### src/rtl/count_disp_pkg.sv
// Shared definitions for the 2-digit seconds display.
// Holds active-low segment codes ({g,f,e,d,c,b,a}), the anode-off pattern,
// the digit-slot enum and a BCD-to-segment lookup.
package count_disp_pkg;

    localparam logic [6:0] SEG_0     = 7'h40;
    localparam logic [6:0] SEG_1     = 7'h79;
    localparam logic [6:0] SEG_2     = 7'h24;
    localparam logic [6:0] SEG_3     = 7'h30;
    localparam logic [6:0] SEG_4     = 7'h19;
    localparam logic [6:0] SEG_5     = 7'h12;
    localparam logic [6:0] SEG_6     = 7'h02;
    localparam logic [6:0] SEG_7     = 7'h78;
    localparam logic [6:0] SEG_8     = 7'h00;
    localparam logic [6:0] SEG_9     = 7'h10;
    localparam logic [6:0] SEG_DASH  = 7'h3F;
    localparam logic [6:0] SEG_BLANK = 7'h7F;

    localparam logic [1:0] AN_OFF    = 2'b11;

    typedef enum logic {
        SLOT_UNITS = 1'b0,
        SLOT_TENS  = 1'b1
    } slot_e;

    // Non-decimal codes fall back to blank so a corrupt digit never lights up.
    function automatic logic [6:0] bcd_to_seg(input logic [3:0] d);
        case (d)
            4'd0:    return SEG_0;
            4'd1:    return SEG_1;
            4'd2:    return SEG_2;
            4'd3:    return SEG_3;
            4'd4:    return SEG_4;
            4'd5:    return SEG_5;
            4'd6:    return SEG_6;
            4'd7:    return SEG_7;
            4'd8:    return SEG_8;
            4'd9:    return SEG_9;
            default: return SEG_BLANK;
        endcase
    endfunction

endpackage

### src/rtl/count_seg_display_bin2bcd7.sv
// Combinational 7-bit binary to two BCD digits.
// Ports:
//   i_bin   [6:0] binary input 0..127
//   o_tens  [3:0] tens digit (valid for inputs 0..99)
//   o_units [3:0] units digit (valid for inputs 0..99)
//   o_over        input is above 99
module bin2bcd7 (
    input  logic [6:0] i_bin,
    output logic [3:0] o_tens,
    output logic [3:0] o_units,
    output logic       o_over
);

    // Range-match each decade; only one k can hit, the remainder is a
    // small subtract that fits in 4 bits.
    always_comb begin
        o_tens  = 4'd0;
        o_units = 4'd0;
        for (int k = 0; k < 10; k++) begin
            if ((i_bin >= 7'(k * 10)) && (i_bin < 7'(k * 10 + 10))) begin
                o_tens  = 4'(k);
                o_units = 4'(i_bin - 7'(k * 10));
            end
        end
    end

    assign o_over = (i_bin > 7'd99);

endmodule

### src/rtl/count_seg_display.sv
// Two-digit multiplexed 7-segment driver for the seconds counter.
// Snapshots the count once per frame so both digits agree, scans units/tens,
// blanks a leading zero, shows dashes above 99 and blinks at/above WARN_VAL.
// Ports:
//   clk        system clock
//   reset      asynchronous active-high reset
//   value[6:0] binary count from the counter
//   power      1 = scan and display, 0 = freeze state and blank outputs
//   seg[6:0]   active-low segments {g,f,e,d,c,b,a}, registered
//   an[1:0]    active-low anodes, an[0] units, an[1] tens, registered
module count_seg_display
    import count_disp_pkg::*;
#(
    parameter int SCAN_DIV    = 100000,
    parameter int BLINK_TICKS = 250,
    parameter int WARN_VAL    = 35,
    parameter int LZ_BLANK    = 1
) (
    input  logic       clk,
    input  logic       reset,
    input  logic [6:0] value,
    input  logic       power,
    output logic [6:0] seg,
    output logic [1:0] an
);

    localparam int PW = (SCAN_DIV > 1) ? $clog2(SCAN_DIV) : 1;
    localparam int BW = (BLINK_TICKS > 1) ? $clog2(BLINK_TICKS) : 1;

    logic [PW-1:0] r_pcnt;
    logic [BW-1:0] r_bcnt;
    slot_e         r_digit;
    logic [6:0]    r_snap;
    logic          r_blink_phase;
    logic [6:0]    r_seg;
    logic [1:0]    r_an;

    logic          w_tick;
    logic [3:0]    w_tens;
    logic [3:0]    w_units;
    logic          w_over;
    logic          w_blink;
    logic [6:0]    w_code;

    // Freezing on power low also freezes the slot/blink state, so a restore
    // resumes exactly where it stopped.
    assign w_tick = (r_pcnt == PW'(SCAN_DIV - 1)) && power;

    always_ff @(posedge clk or posedge reset) begin
        if (reset) begin
            r_pcnt        <= '0;
            r_bcnt        <= '0;
            r_digit       <= SLOT_UNITS;
            r_snap        <= '0;
            r_blink_phase <= 1'b0;
        end else if (power) begin
            r_pcnt <= w_tick ? '0 : r_pcnt + 1'b1;
            if (w_tick) begin
                r_digit <= (r_digit == SLOT_UNITS) ? SLOT_TENS : SLOT_UNITS;
                // Sample only when entering the units slot: one frame, one value.
                if (r_digit == SLOT_TENS)
                    r_snap <= value;
                if (r_bcnt == BW'(BLINK_TICKS - 1)) begin
                    r_bcnt        <= '0;
                    r_blink_phase <= ~r_blink_phase;
                end else begin
                    r_bcnt <= r_bcnt + 1'b1;
                end
            end
        end
    end

    bin2bcd7 u_bcd (
        .i_bin   (r_snap),
        .o_tens  (w_tens),
        .o_units (w_units),
        .o_over  (w_over)
    );

    always_comb begin
        w_code = bcd_to_seg(w_units);
        if (w_over)
            w_code = SEG_DASH;
        else if (r_digit == SLOT_TENS)
            w_code = ((LZ_BLANK != 0) && (w_tens == 4'd0)) ? SEG_BLANK : bcd_to_seg(w_tens);
    end

    assign w_blink = (r_snap >= 7'(WARN_VAL)) && r_blink_phase;

    // Blanked slots keep both anodes high; a lit slot drives exactly one low.
    always_ff @(posedge clk or posedge reset) begin
        if (reset) begin
            r_seg <= SEG_BLANK;
            r_an  <= AN_OFF;
        end else if (!power || w_blink) begin
            r_seg <= SEG_BLANK;
            r_an  <= AN_OFF;
        end else begin
            r_seg <= w_code;
            r_an  <= (r_digit == SLOT_UNITS) ? 2'b10 : 2'b01;
        end
    end

    assign seg = r_seg;
    assign an  = r_an;

endmodule
### config.mk
export PLATFORM = sky130hd
export DESIGN_NAME = count_seg_display
export DESIGN_NICKNAME = d
export VERILOG_FILES = /design/src/rtl/count_disp_pkg.sv /design/src/rtl/count_seg_display_bin2bcd7.sv /design/src/rtl/count_seg_display.sv
export SDC_FILE = /design/constraint.sdc
export NUM_CORES = 1
export LEC_CHECK = 0
export CORE_ASPECT_RATIO = 1.1
export CORE_MARGIN = 4
export CORE_UTILIZATION = 54
export CTS_CLUSTER_DIAMETER = 40
export DETAILED_ROUTE_END_ITERATION = 8
export PLACE_DENSITY = 0.83
export SYNTH_ARGS = -nofsm -noshare
export SYNTH_HDL_FRONTEND = slang
export SYNTH_SLANG_ARGS = --single-unit
### constraint.sdc
create_clock -name clk -period 3.5 [get_ports clk]
set_clock_uncertainty 0.2 [all_clocks]
set_input_delay 0.525 -clock clk [delete_from_list [all_inputs] [get_ports clk]]
set_output_delay 0.525 -clock clk [all_outputs]
set_load 0.03 [all_outputs]
==> run_results.csv <==
group,metric,value,unit
outcome,outcome,"finished, final reports clean",
clock_tree,cts_hold_buf,0,
power_and_ir_drop,ir_drop,0.377,mV
floorplan,dieArea,6970,um2
sta,tns,0,ns
power_and_ir_drop,p_comb_frac,0.103,
place,place_worst_setup_slack,0.0582,ns
synth,synth_area_leaders,"dfrtp_1 (28%), dfstp_2 (7.7%), ha_1 (6.5%)",
place,postPlaceCellArea,3390,um2
global_route,grt_remaining_overflow,0,
synth,synth_nets,388,
synth,synthArstFlopShare,1.00,
clock_tree,cts_made_buffers,5,
floorplan,fp.coreArea,5470,um2
synth,syn_avg_cell_area,8.50,um2
routing,drc,0,
critical_path,critPathMaxFanout,5,
synth,ys.flop_type,"dfrtp_1",
critical_path,cp_data_arrival_time,3.37,ns
synth,yosys.area.top_type,"dfrtp_1",
power_and_ir_drop,internal_power,0.000774,W
clock_tree,root_buffer,"clkbuf_8",
global_route,grt_pass1_vias,2730,
place,place.gp.congestion,0.980,
global_route,grt_use_total,0.221,
cells_and_area,fin_nets,415,
floorplan,dieHeight,87.2,um
sta,max-slew-margin-rel,0.397,
flow_run,drv_cap,0,
min_path,hp-class,"reg -> reg",
power_and_ir_drop,p_clk_frac,0.343,
cells_and_area,fin_cells,465,
floorplan,io_pins,19,
sta,finalMaxSlewViolations,0,
critical_path,worstPathRequired,3.51,ns
global_route,grt_antenna_before_repair,0,
power_and_ir_drop,power_frac_seq,0.555,
cells_and_area,design_area,3550,um2
global_route,grtUsageMet3,0.0331,
cells_and_area,area_delta_synth_final,15.3,%
power_and_ir_drop,net-switching-power,0.000255,W
clock_tree,cts_buffer_depth,2,
routing,dr.pass1.iters,5,
synth,syn-cell-area,3080,um2
critical_path,end_kind,"flip-flop",
floorplan,rows,28,
sta,worst_slack,0.140,ns
min_path,min_path_cells,1,
floorplan,start_util,0.563,
clock_tree,insertion_delay,0.30,ns
synth,synth-edff-count,0,
critical_path,criticalPathCategory,"reg -> reg",
place,place_hpwl,5200,um
place,place_inst,455,
global_route,busiest_layer,"met2",
sta,tightest_slew,0.898,ns
cells_and_area,antennaDiodeCount,0,
sta,timing.final.crit_share,0.960,
synth,ys_ff_latch,43,
synth,yosysMostFrequentCell,"nor2_1",
synth,synthDistinctLibCells,65,
synth,ys_top_cells_by_count,"nor2_1 (44), nand2_1 (40), dfrtp_1 (34), o21ai_0 (25), inv_1 (21)",
critical_path,critPathLaunchType,"flip-flop",
power_and_ir_drop,power.share.switching,0.248,
routing,vias,2810,
power_and_ir_drop,powerDensity,290,nW/um2
synth,yosysWarningCount,0,
synth,seq_area_frac_synth,0.354,
global_route,grt_max_degree,44,
sta,hold_viol_final,0,
global_route,grtUsageMet2,0.368,
routing,vias_per_cell,6.04,
critical_path,reg2regPathDepth,12,
routing,post_drt_wl_per_cell,15.6,um
power_and_ir_drop,p_leak,1.51,nW
routing,drt-total-wl,7250,um
cells_and_area,drive_above_1_share,0.164,
clock_tree,cts_tree,"built",
clock_tree,cts.reportedPaths.clkPinSlew,0.08,ns
global_route,grt_pass1_wl,12400,um
routing,drt-initial-drc-count,290,
sta,max_freq,298,MHz
sta,fin_crit,3.36,ns
floorplan,fp.dieW,80.0,um
critical_path,r2r_slack,0.14,ns
synth,syn_inst,362,
place,portBuffers,18,
global_route,grt.met1_usage,0.284,
synth,yosysTopAreaCellShare,0.277,
routing,ant_nets,0,
sta,setup_violations,0,
clock_tree,cts_max_level,2,
clock_tree,clock-sinks,43,
[registers in the layout, indices dropped and copies added, names as in the netlist]
name           cells
r_digit            1
r_blink_phase      1
r_bcnt             8
seg                7
r_snap             7
r_pcnt            17
an                 2
[worst max-delay path: stages (launching register included)]
cell and delay, ns:
dfrtp_1 0.41, inv_2 0.10, ha_1 0.19, or3b_1 0.40, a221oi_4 0.36, a22oi_2 0.17, o311a_1 0.39, or2_4 0.28
clkinv_4 0.06, ha_1 0.23, nor2_1 0.14, nor3b_1 0.08, o31ai_1 0.25
[logic make-up (layout without fill, tap and decap cells)]
| logic type | Yosys count | after routing | share of synthesized area |
|---|---|---|---|
| and+or+nand+nor | 157 | 157 | 0.258 |
| AOI/OAI and AO/OA | 87 | 87 | 0.204 |
| DFF | 43 | 43 | 0.354 |
| buffers and inverters | 35 | 63 | 0.0464 |
| xor gates and xnor gates | 18 | 18 | 0.0513 |
| adders and majority gates | 16 | 16 | 0.0651 |
| muxes | 6 | 6 | 0.0216 |
[metrics by stage]
| step | util | hold slack, ns | power [W] |
|---|---|---|---|
| 6_report | 0.649 | 0.298 | 0.00103 |
| 5_1_grt | 0.649 | 0.317 | 0.00109 |
| 4_1_cts | 0.640 | 0.300 | 0.00104 |
| 3_5_place_dp | 0.621 | 0.285 | 0.000688 |
| 3_3_place_gp | 0.621 | 0.274 | 0.000681 |
| 2_1_floorplan | - | 0.257 | 0.000650 |
[path summary, 6_finish.rpt]
check                           from   endpoint
min in group asynchronous      reset  r_snap[5]
setup reg to reg           r_snap[2]     seg[3]
setup / recovery           r_snap[2]     seg[3]
hold / removal             r_pcnt[4]  r_pcnt[4]
max in group asynchronous      reset  r_snap[1]
hold reg to reg            r_pcnt[4]  r_pcnt[4]
[power groups by stage]
stage                     clock network (W)  registers (W)  logic (W)
after floorplan                           0       0.000578  0.0000721
after global placement                    0       0.000578   0.000103
after detailed placement                  0       0.000580   0.000108
after CTS                          0.000363       0.000572   0.000108
after global routing               0.000384       0.000578   0.000124
final                              0.000353       0.000571   0.000106
[metal layers]
layer | share of wire | routed length, um
met5 | 0 | 0
met4 | 0.029 | 212
met3 | 0.056 | 407
met2 | 0.51 | 3690
met1 | 0.41 | 2940
[placed cells by master, fill, tap and decap left out, types with 3 or more instances in the layout]
cell / synthesis / routed
nor2b_1: 5 / 5
ha_1: 16 / 15
dfrtp_1: 34 / 33
and3_1: 6 / 6
or3b_2: 3 / 3
o22ai_1: 3 / 3
nand2b_1: 7 / 7
nand4_1: 10 / 10
buf_4: 0 / 14
mux2_2: 5 / 5
a21oi_1: 18 / 17
nor4_1: 3 / 3
o21ai_0: 25 / 25
a211oi_1: 5 / 3
clkdlybuf4s50_1: 0 / 18
nor2_1: 44 / 44
a21oi_2: 2 / 3
a21o_1: 3 / 3
and2_1: 3 / 3
nand3b_1: 5 / 5
nor3_1: 13 / 12
xor2_1: 6 / 6
clkbuf_8: 0 / 5
xnor2_1: 12 / 12
nand2_1: 40 / 40
nand3_1: 3 / 3
inv_1: 21 / 20
dfstp_2: 9 / 9
[repair_timing]
item	CTS	global route
resized for setup	0	9
setup buffers	0	2
endpoints found under the setup margin	0	5
[layout make-up]
cell class                 instances  area, um2
clock inverter                     2       13.8
sequential                        43       1090
inverter                          22       87.6
clock buffer                       6       93.8
multi-input combinational        284       1870
tap                               75       93.8
fill                             446       1920
timing repair buffer              33        297
Power figures use the tool's default switching activity.
